### src/rtl/fmn_axi_single_master_if.sv
// fmn_axi_single_master_if: command/response stream plus one single-beat AXI4 master port
interface fmn_axi_single_master_if #(
  parameter int ADDR_WIDTH = 32,
  parameter int DATA_WIDTH = 32,
  parameter int LAT_WIDTH  = 16
);
  logic                    cmd_valid, cmd_ready, cmd_write;
  logic [ADDR_WIDTH-1:0]   cmd_addr;
  logic [DATA_WIDTH-1:0]   cmd_wdata;
  logic [DATA_WIDTH/8-1:0] cmd_wstrb;
  logic                    rsp_valid, rsp_ready, rsp_is_read;
  logic [DATA_WIDTH-1:0]   rsp_rdata;
  logic [1:0]              rsp_resp;
  logic [LAT_WIDTH-1:0]    rsp_latency;
  logic                    M_awid, M_awvalid, M_awready;
  logic [ADDR_WIDTH-1:0]   M_awaddr;
  logic [7:0]              M_awlen;
  logic [2:0]              M_awsize, M_awprot;
  logic [1:0]              M_awburst;
  logic [3:0]              M_awcache;
  logic [DATA_WIDTH-1:0]   M_wdata;
  logic [DATA_WIDTH/8-1:0] M_wstrb;
  logic                    M_wlast, M_wvalid, M_wready;
  logic                    M_bid, M_bvalid, M_bready;
  logic [1:0]              M_bresp;
  logic                    M_arid, M_arvalid, M_arready;
  logic [ADDR_WIDTH-1:0]   M_araddr;
  logic [7:0]              M_arlen;
  logic [2:0]              M_arsize, M_arprot;
  logic [1:0]              M_arburst;
  logic [3:0]              M_arcache;
  logic                    M_rid, M_rlast, M_rvalid, M_rready;
  logic [DATA_WIDTH-1:0]   M_rdata;
  logic [1:0]              M_rresp;
  modport master (
    input  cmd_valid, cmd_write, cmd_addr, cmd_wdata, cmd_wstrb, rsp_ready,
    input  M_awready, M_wready, M_bid, M_bresp, M_bvalid, M_arready,
    input  M_rid, M_rdata, M_rresp, M_rlast, M_rvalid,
    output cmd_ready, rsp_valid, rsp_is_read, rsp_rdata, rsp_resp, rsp_latency,
    output M_awid, M_awaddr, M_awlen, M_awsize, M_awburst, M_awprot, M_awcache, M_awvalid,
    output M_wdata, M_wstrb, M_wlast, M_wvalid, M_bready,
    output M_arid, M_araddr, M_arlen, M_arsize, M_arburst, M_arprot, M_arcache, M_arvalid,
    output M_rready
  );
  modport slave (
    output cmd_valid, cmd_write, cmd_addr, cmd_wdata, cmd_wstrb, rsp_ready,
    output M_awready, M_wready, M_bid, M_bresp, M_bvalid, M_arready,
    output M_rid, M_rdata, M_rresp, M_rlast, M_rvalid,
    input  cmd_ready, rsp_valid, rsp_is_read, rsp_rdata, rsp_resp, rsp_latency,
    input  M_awid, M_awaddr, M_awlen, M_awsize, M_awburst, M_awprot, M_awcache, M_awvalid,
    input  M_wdata, M_wstrb, M_wlast, M_wvalid, M_bready,
    input  M_arid, M_araddr, M_arlen, M_arsize, M_arburst, M_arprot, M_arcache, M_arvalid,
    input  M_rready
  );
endinterface

### src/rtl/fmn_axi_single_master.sv
// fmn_axi_single_master: one-outstanding command stream to single-beat AXI4 master with latency measurement
module fmn_axi_single_master #(
  parameter int ADDR_WIDTH = 32,
  parameter int DATA_WIDTH = 32,
  parameter bit ID_VALUE   = 1'b0,
  parameter int LAT_WIDTH  = 16
) (
  input logic                    aclk,
  input logic                    aresetn,
  fmn_axi_single_master_if.master bus
);
  localparam logic [2:0] IDLE  = 3'd0;
  localparam logic [2:0] WADDR = 3'd1;
  localparam logic [2:0] WRESP = 3'd2;
  localparam logic [2:0] RADDR = 3'd3;
  localparam logic [2:0] RDATA = 3'd4;
  localparam logic [2:0] RESP  = 3'd5;
  localparam logic [2:0] SIZE  = 3'($clog2(DATA_WIDTH/8));
  logic [2:0]              state;
  logic [ADDR_WIDTH-1:0]   addr_q;
  logic [DATA_WIDTH-1:0]   wdata_q;
  logic [DATA_WIDTH/8-1:0] wstrb_q;
  logic [LAT_WIDTH-1:0]    lat, lat_nxt;
  logic                    unused_ok;
  assign unused_ok     = ^{bus.M_bid, bus.M_rid, bus.M_rlast};
  assign bus.cmd_ready = aresetn && state == IDLE;
  assign lat_nxt       = &lat ? lat : lat + 1'b1;
  assign bus.M_awid    = ID_VALUE;
  assign bus.M_awaddr  = addr_q;
  assign bus.M_awlen   = 8'd0;
  assign bus.M_awsize  = SIZE;
  assign bus.M_awburst = 2'b01;
  assign bus.M_awprot  = 3'd0;
  assign bus.M_awcache = 4'b0011;
  assign bus.M_wdata   = wdata_q;
  assign bus.M_wstrb   = wstrb_q;
  assign bus.M_wlast   = 1'b1;
  assign bus.M_arid    = ID_VALUE;
  assign bus.M_araddr  = addr_q;
  assign bus.M_arlen   = 8'd0;
  assign bus.M_arsize  = SIZE;
  assign bus.M_arburst = 2'b01;
  assign bus.M_arprot  = 3'd0;
  assign bus.M_arcache = 4'b0011;
  // Sequence one transaction; lat reads 1 in the cycle after accept, so the value latched
  // at the B/R handshake counts every cycle from accept through the handshake cycle.
  always_ff @(posedge aclk) begin
    if (!aresetn) begin
      state           <= IDLE;
      addr_q          <= '0;
      wdata_q         <= '0;
      wstrb_q         <= '0;
      lat             <= '0;
      bus.M_awvalid   <= 1'b0;
      bus.M_wvalid    <= 1'b0;
      bus.M_arvalid   <= 1'b0;
      bus.M_bready    <= 1'b0;
      bus.M_rready    <= 1'b0;
      bus.rsp_valid   <= 1'b0;
      bus.rsp_is_read <= 1'b0;
      bus.rsp_rdata   <= '0;
      bus.rsp_resp    <= 2'd0;
      bus.rsp_latency <= '0;
    end else begin
      lat <= lat_nxt;
      case (state)
        IDLE: if (bus.cmd_valid) begin
          addr_q        <= bus.cmd_addr;
          wdata_q       <= bus.cmd_wdata;
          wstrb_q       <= bus.cmd_wstrb;
          lat           <= LAT_WIDTH'(1);
          bus.M_awvalid <= bus.cmd_write;
          bus.M_wvalid  <= bus.cmd_write;
          bus.M_arvalid <= !bus.cmd_write;
          state         <= bus.cmd_write ? WADDR : RADDR;
        end
        WADDR: begin
          if (bus.M_awready) bus.M_awvalid <= 1'b0;
          if (bus.M_wready) bus.M_wvalid <= 1'b0;
          if ((!bus.M_awvalid || bus.M_awready) && (!bus.M_wvalid || bus.M_wready)) begin
            bus.M_bready <= 1'b1;
            state        <= WRESP;
          end
        end
        WRESP: if (bus.M_bvalid) begin
          bus.M_bready    <= 1'b0;
          bus.rsp_valid   <= 1'b1;
          bus.rsp_is_read <= 1'b0;
          bus.rsp_rdata   <= '0;
          bus.rsp_resp    <= bus.M_bresp;
          bus.rsp_latency <= lat_nxt;
          state           <= RESP;
        end
        RADDR: if (bus.M_arready) begin
          bus.M_arvalid <= 1'b0;
          bus.M_rready  <= 1'b1;
          state         <= RDATA;
        end
        RDATA: if (bus.M_rvalid) begin
          bus.M_rready    <= 1'b0;
          bus.rsp_valid   <= 1'b1;
          bus.rsp_is_read <= 1'b1;
          bus.rsp_rdata   <= bus.M_rdata;
          bus.rsp_resp    <= bus.M_rresp;
          bus.rsp_latency <= lat_nxt;
          state           <= RESP;
        end
        RESP: if (bus.rsp_ready) begin
          bus.rsp_valid <= 1'b0;
          state         <= IDLE;
        end
        default: state <= IDLE;
      endcase
    end
  end
endmodule

### src/flat_wrapper.sv
// flat-port wrapper written by rule: the top's interface ports become plain ports
module fmn_axi_single_master_flat 
#(
  parameter int ADDR_WIDTH = 32,
  parameter int DATA_WIDTH = 32,
  parameter bit ID_VALUE   = 1'b0,
  parameter int LAT_WIDTH  = 16
)
  (aclk, aresetn, bus_cmd_valid, bus_cmd_write, bus_cmd_addr, bus_cmd_wdata, bus_cmd_wstrb, bus_rsp_ready, bus_M_awready, bus_M_wready, bus_M_bid, bus_M_bresp, bus_M_bvalid, bus_M_arready, bus_M_rid, bus_M_rdata, bus_M_rresp, bus_M_rlast, bus_M_rvalid, bus_cmd_ready, bus_rsp_valid, bus_rsp_is_read, bus_rsp_rdata, bus_rsp_resp, bus_rsp_latency, bus_M_awid, bus_M_awaddr, bus_M_awlen, bus_M_awsize, bus_M_awburst, bus_M_awprot, bus_M_awcache, bus_M_awvalid, bus_M_wdata, bus_M_wstrb, bus_M_wlast, bus_M_wvalid, bus_M_bready, bus_M_arid, bus_M_araddr, bus_M_arlen, bus_M_arsize, bus_M_arburst, bus_M_arprot, bus_M_arcache, bus_M_arvalid, bus_M_rready);
  fmn_axi_single_master_if #(.ADDR_WIDTH(ADDR_WIDTH), .DATA_WIDTH(DATA_WIDTH), .LAT_WIDTH(LAT_WIDTH)) bus_i ();
  input logic aclk;
  input logic aresetn;
  input wire logic [$bits(bus_i.cmd_valid)-1:0] bus_cmd_valid;
  input wire logic [$bits(bus_i.cmd_write)-1:0] bus_cmd_write;
  input wire logic [$bits(bus_i.cmd_addr)-1:0] bus_cmd_addr;
  input wire logic [$bits(bus_i.cmd_wdata)-1:0] bus_cmd_wdata;
  input wire logic [$bits(bus_i.cmd_wstrb)-1:0] bus_cmd_wstrb;
  input wire logic [$bits(bus_i.rsp_ready)-1:0] bus_rsp_ready;
  input wire logic [$bits(bus_i.M_awready)-1:0] bus_M_awready;
  input wire logic [$bits(bus_i.M_wready)-1:0] bus_M_wready;
  input wire logic [$bits(bus_i.M_bid)-1:0] bus_M_bid;
  input wire logic [$bits(bus_i.M_bresp)-1:0] bus_M_bresp;
  input wire logic [$bits(bus_i.M_bvalid)-1:0] bus_M_bvalid;
  input wire logic [$bits(bus_i.M_arready)-1:0] bus_M_arready;
  input wire logic [$bits(bus_i.M_rid)-1:0] bus_M_rid;
  input wire logic [$bits(bus_i.M_rdata)-1:0] bus_M_rdata;
  input wire logic [$bits(bus_i.M_rresp)-1:0] bus_M_rresp;
  input wire logic [$bits(bus_i.M_rlast)-1:0] bus_M_rlast;
  input wire logic [$bits(bus_i.M_rvalid)-1:0] bus_M_rvalid;
  output wire logic [$bits(bus_i.cmd_ready)-1:0] bus_cmd_ready;
  output wire logic [$bits(bus_i.rsp_valid)-1:0] bus_rsp_valid;
  output wire logic [$bits(bus_i.rsp_is_read)-1:0] bus_rsp_is_read;
  output wire logic [$bits(bus_i.rsp_rdata)-1:0] bus_rsp_rdata;
  output wire logic [$bits(bus_i.rsp_resp)-1:0] bus_rsp_resp;
  output wire logic [$bits(bus_i.rsp_latency)-1:0] bus_rsp_latency;
  output wire logic [$bits(bus_i.M_awid)-1:0] bus_M_awid;
  output wire logic [$bits(bus_i.M_awaddr)-1:0] bus_M_awaddr;
  output wire logic [$bits(bus_i.M_awlen)-1:0] bus_M_awlen;
  output wire logic [$bits(bus_i.M_awsize)-1:0] bus_M_awsize;
  output wire logic [$bits(bus_i.M_awburst)-1:0] bus_M_awburst;
  output wire logic [$bits(bus_i.M_awprot)-1:0] bus_M_awprot;
  output wire logic [$bits(bus_i.M_awcache)-1:0] bus_M_awcache;
  output wire logic [$bits(bus_i.M_awvalid)-1:0] bus_M_awvalid;
  output wire logic [$bits(bus_i.M_wdata)-1:0] bus_M_wdata;
  output wire logic [$bits(bus_i.M_wstrb)-1:0] bus_M_wstrb;
  output wire logic [$bits(bus_i.M_wlast)-1:0] bus_M_wlast;
  output wire logic [$bits(bus_i.M_wvalid)-1:0] bus_M_wvalid;
  output wire logic [$bits(bus_i.M_bready)-1:0] bus_M_bready;
  output wire logic [$bits(bus_i.M_arid)-1:0] bus_M_arid;
  output wire logic [$bits(bus_i.M_araddr)-1:0] bus_M_araddr;
  output wire logic [$bits(bus_i.M_arlen)-1:0] bus_M_arlen;
  output wire logic [$bits(bus_i.M_arsize)-1:0] bus_M_arsize;
  output wire logic [$bits(bus_i.M_arburst)-1:0] bus_M_arburst;
  output wire logic [$bits(bus_i.M_arprot)-1:0] bus_M_arprot;
  output wire logic [$bits(bus_i.M_arcache)-1:0] bus_M_arcache;
  output wire logic [$bits(bus_i.M_arvalid)-1:0] bus_M_arvalid;
  output wire logic [$bits(bus_i.M_rready)-1:0] bus_M_rready;
  assign bus_i.cmd_valid = bus_cmd_valid;
  assign bus_i.cmd_write = bus_cmd_write;
  assign bus_i.cmd_addr = bus_cmd_addr;
  assign bus_i.cmd_wdata = bus_cmd_wdata;
  assign bus_i.cmd_wstrb = bus_cmd_wstrb;
  assign bus_i.rsp_ready = bus_rsp_ready;
  assign bus_i.M_awready = bus_M_awready;
  assign bus_i.M_wready = bus_M_wready;
  assign bus_i.M_bid = bus_M_bid;
  assign bus_i.M_bresp = bus_M_bresp;
  assign bus_i.M_bvalid = bus_M_bvalid;
  assign bus_i.M_arready = bus_M_arready;
  assign bus_i.M_rid = bus_M_rid;
  assign bus_i.M_rdata = bus_M_rdata;
  assign bus_i.M_rresp = bus_M_rresp;
  assign bus_i.M_rlast = bus_M_rlast;
  assign bus_i.M_rvalid = bus_M_rvalid;
  assign bus_cmd_ready = bus_i.cmd_ready;
  assign bus_rsp_valid = bus_i.rsp_valid;
  assign bus_rsp_is_read = bus_i.rsp_is_read;
  assign bus_rsp_rdata = bus_i.rsp_rdata;
  assign bus_rsp_resp = bus_i.rsp_resp;
  assign bus_rsp_latency = bus_i.rsp_latency;
  assign bus_M_awid = bus_i.M_awid;
  assign bus_M_awaddr = bus_i.M_awaddr;
  assign bus_M_awlen = bus_i.M_awlen;
  assign bus_M_awsize = bus_i.M_awsize;
  assign bus_M_awburst = bus_i.M_awburst;
  assign bus_M_awprot = bus_i.M_awprot;
  assign bus_M_awcache = bus_i.M_awcache;
  assign bus_M_awvalid = bus_i.M_awvalid;
  assign bus_M_wdata = bus_i.M_wdata;
  assign bus_M_wstrb = bus_i.M_wstrb;
  assign bus_M_wlast = bus_i.M_wlast;
  assign bus_M_wvalid = bus_i.M_wvalid;
  assign bus_M_bready = bus_i.M_bready;
  assign bus_M_arid = bus_i.M_arid;
  assign bus_M_araddr = bus_i.M_araddr;
  assign bus_M_arlen = bus_i.M_arlen;
  assign bus_M_arsize = bus_i.M_arsize;
  assign bus_M_arburst = bus_i.M_arburst;
  assign bus_M_arprot = bus_i.M_arprot;
  assign bus_M_arcache = bus_i.M_arcache;
  assign bus_M_arvalid = bus_i.M_arvalid;
  assign bus_M_rready = bus_i.M_rready;
  fmn_axi_single_master #(.ADDR_WIDTH(ADDR_WIDTH), .DATA_WIDTH(DATA_WIDTH), .ID_VALUE(ID_VALUE), .LAT_WIDTH(LAT_WIDTH)) u_core (.aclk(aclk), .aresetn(aresetn), .bus(bus_i));
endmodule
### config.mk
export PLATFORM = sky130hd
export DESIGN_NAME = fmn_axi_single_master_flat
export DESIGN_NICKNAME = d
export VERILOG_FILES = /design/src/rtl/fmn_axi_single_master_if.sv /design/src/rtl/fmn_axi_single_master.sv /design/src/flat_wrapper.sv
export SDC_FILE = /design/constraint.sdc
export NUM_CORES = 1
export LEC_CHECK = 0
export BUFFER_PORTS_ARGS = -buffer_cell sky130_fd_sc_hd__buf_2
export CAP_MARGIN = 20
export CORE_MARGIN = 5
export CORE_UTILIZATION = 40
export CTS_BUF_LIST = sky130_fd_sc_hd__clkbuf_2 sky130_fd_sc_hd__clkbuf_4 sky130_fd_sc_hd__clkbuf_8
export CTS_CLUSTER_DIAMETER = 30
export CTS_CLUSTER_SIZE = 25
export DETAILED_ROUTE_END_ITERATION = 10
export PLACE_DENSITY = 0.75
export SLEW_MARGIN = 30
export SYNTH_ARGS = -nofsm -noshare
export SYNTH_HDL_FRONTEND = slang
export SYNTH_SLANG_ARGS = --single-unit
### constraint.sdc
create_clock -name aclk -period 2 [get_ports aclk]
set_input_delay 0 -clock aclk [delete_from_list [all_inputs] [get_ports aclk]]
set_output_delay 0 -clock aclk [all_outputs]
set_load 0.02 [all_outputs]
==> metrics.md <==
| Metric | Value |
|---|---|
| Max cap viols | 0 |
| Clk slew on worst S/H paths | 80 ps |
| Lkg Pwr | 4.05 nW |
| Area occupied by multi-input gates | 2640 um2 |
| DR vias/cell | 4.68 |
| Cell with the most instances after synthesis | nand2_1 |
| Detailed Routing Iterations Pass 1 | 6 |
| Initial antenna violation count | 0 |
| Port bufs | 271 |
| Antenna viol nets, final | 0 |
| CTS tree | built |
| Maximum vdd ir drop | 0.506 mV |
| Endpoint class of the critical path | flip-flop |
| Die Span Y | 134 um |
| Clock Sink Count | 144 |
| CTS max path bufs | 2 |
| Largest net degree at the start of global routing | 65 |
| Slew margin rel. | 64.8% |
| Cell accounting for the most synthesized area | dfxtp_1 |
| Avg WL per Cell | 14.7 um |
| GP Congestion | 0.816 |
| Fillers | 1289 |
| Worst Hold Class | in2reg |
| Iteration-0 DRC Markers | 375 |
| Number of flops mapped to enable cells by yosys | 0 |
| FMAX | 527 MHz |
| CTS H-Tree Depth | 4 |
| Fin crit period | 1900 ps |
| Initial Utilization | 40.7% |
| Clk Tree Root Cell | clkbuf_8 |
| Post-synth top cells | nand2_1 (155), dfxtp_1 (144), buf_4 (78) |
| Most used flip-flop cell after synthesis | dfxtp_1 |
| Final Cell Area | 8810 um2 |
| Nets | 1162 |
| FF+latch count, synth | 144 |
| Die X | 134 um |
| Power Total | 7.37 mW |
| Status | complete, no violations |
| Total gr overflow | 0 |
| Total die area | 18000 um2 |
| Worst setup SP type | flip-flop |
| Top cells by area, synth | dfxtp_1 (47%), buf_4 (9.5%), nand2_1 (9.4%), a21boi_0 (9.1%), a22oi_1 (4.0%) |
| Setup repair after global routing missed its margin | no |
| N_diodes | 0 |
| Mapped cell area | 6170 um2 |
| Area after DPL | 7270 um2 |
| Share of cells above drive strength 1 | 30.9% |
| Detailed placement HPWL | 11.9 mm |
| Period utilization | 94.8% |
| IO Pins | 318 |
| Critical Path Fanout Max | 24 |
| Setup-failing EPs final | 0 |
| Core area | 15100 um2 |
| Yosys cell types | 46 |
| Slew Viols, Final | 0 |
| Clk_lat worst skew | 440 ps |
| YS warnings | 0 |
| First-pass GRT wire length | 28.9 mm |
| Critical path class | reg2reg |
| Tot GR Track Use | 19.7% |
| Endpoints failing hold | 0 |
| Std cell rows | 45 |
| Tightest Pin Transition | 527 ps |
| Top-area cell type share of the netlist area | 46.7% |
| Final WL | 18.3 mm |
| Worst EP arrival | 2220 ps |
| DR vias | 5832 |
| DRC errors left | 0 |
| CTS buffer count | 17 |
| Worst Skew | 9.37 ps |
| Post-Syn Instances | 712 |
| Critical Path RT | 2330 ps |
| Post-Syn Area per Cell | 8.66 um2 |
| Area grow syn2layout | 42.8% |
| Setup Buffers After CTS | 0 |
| Total negative setup slack | 0 ps |
| Ys async rst share | 0% |
| Pwr/cell area | 836 nW/um2 |
| Vias in the first global route | 5825 |
| Sequential-to-total area share from yosys stat | 46.7% |
| Sequential cell area | 2890 um2 |
## sequential cells by signal, indices dropped and copies added (netlist names)
name / flops
u_core.bus.M_araddr: 32
u_core.bus.M_wdata: 32
u_core.bus.rsp_rdata: 32
u_core.bus.rsp_latency: 16
u_core.lat: 16
u_core.bus.M_wstrb: 4
u_core.state: 3
u_core.bus.rsp_resp: 2
u_core.bus.M_arvalid: 1
u_core.bus.M_awvalid: 1
u_core.bus.M_bready: 1
u_core.bus.M_rready: 1
u_core.bus.M_wvalid: 1
u_core.bus.rsp_is_read: 1
u_core.bus.rsp_valid: 1
## cell families after synthesis
group | share of synthesized area (%)
muxes | 0.487
DFF | 46.7
other | 0.122
adders and majority gates | 0.203
and+or+nand+nor | 19.3
xor gates and xnor gates | 1.14
AOI/OAI and AO/OA | 18.9
buffers and inverters | 13.1
## worst max-delay path: stages, from the launching register on
cell and delay (ps):
dfxtp_2 380, nand3b_1 190, a21oi_1 160, buf_4 270
nand3_1 110, o211a_1 130, dlygate4sd3_1 550
## layout make-up
cell class | instances | share of cell area, %
Clock buffer | 23 | 3.45
Clock inverter | 9 | 1.21
Inverter | 6 | 0.256
Multi-Input combinational cell | 481 | 30.0
Sequential cell | 144 | 32.8
Tap cell | 188 | 2.67
Timing Repair Buffer | 394 | 29.7
## per-layer routing
| metal | vias up | GRT usage, % | wire length (um) |
|---|---|---|---|
| met5 | - | 0 | 0 |
| met4 | 0 | 7.24 | 431 |
| met3 | 33 | 6.83 | 1450 |
| met2 | 230 | 34.5 | 9210 |
| met1 | 2654 | 22.2 | 7240 |
| li1 | 2915 | - | - |
## path summary, 6_finish.rpt
check	start	to	cells past startpoint	slack (ps)
max	u_core.state[1]$_SDFFE_PN0P_	u_core.bus.rsp_resp[0]$_SDFFE_PN0P_	6	100
min	bus_M_rvalid	u_core.state[0]$_SDFFE_PN0P_	4	70
max reg2reg	u_core.state[1]$_SDFFE_PN0P_	u_core.bus.rsp_resp[0]$_SDFFE_PN0P_	6	100
min reg2reg	u_core.bus.M_wdata[19]$_SDFFE_PN0P_	u_core.bus.M_wdata[19]$_SDFFE_PN0P_	2	460
## where the power goes
group | switching, mW | leakage, nW | internal (mW)
clock network | 1.08 | 0.205 | 1.27
registers | 0.152 | 1.17 | 3.09
logic | 1.09 | 2.67 | 0.683
## metrics by stage
stage                     hold slack, ps  util, %  cells  setup slack (ps)
after floorplan                      145        -    753               322
after global placement               249     48.0   1101               183
after detailed placement             255     48.0   1101               140
after CTS                           32.5     58.1   1245              10.5
after global routing                 124     58.1   1245              16.5
final                               72.3     58.1   1245               104
## what timing repair did
item                                    4_1_cts  5_1_grt
hold buffers                                112        0
resized for setup                             0        3
endpoints found under the setup margin        0        4
hold endpoints to repair                    120        0
## cell usage in the layout (no fill, tap or decap), types with 2 or more instances in the layout
cell and instances:
a31oi_1 4, inv_1 6, and2_1 4, conb_1 43
nand3_1 15, buf_2 270, dfxtp_1 142, nand2_1 154
dlygate4sd3_1 112, clkbuf_8 21, nand3b_1 3, a21boi_0 75
nor3_1 5, bufinv_16 2, clkbuf_4 2, buf_12 4
o21ai_1 4, nor3b_1 3, dfxtp_2 2, xor2_1 6
buf_4 8, nor2_1 20, o211a_1 3, a22oi_1 33
nor2b_1 35, clkinv_2 3, nand4_1 3, o21a_1 2
and3_1 3, a21oi_1 14, nand2b_1 3, xnor2_1 2
a21o_1 2, o21ai_0 23, clkinvlp_4 3, mux2i_1 3
(Power assumes the default switching activity.)
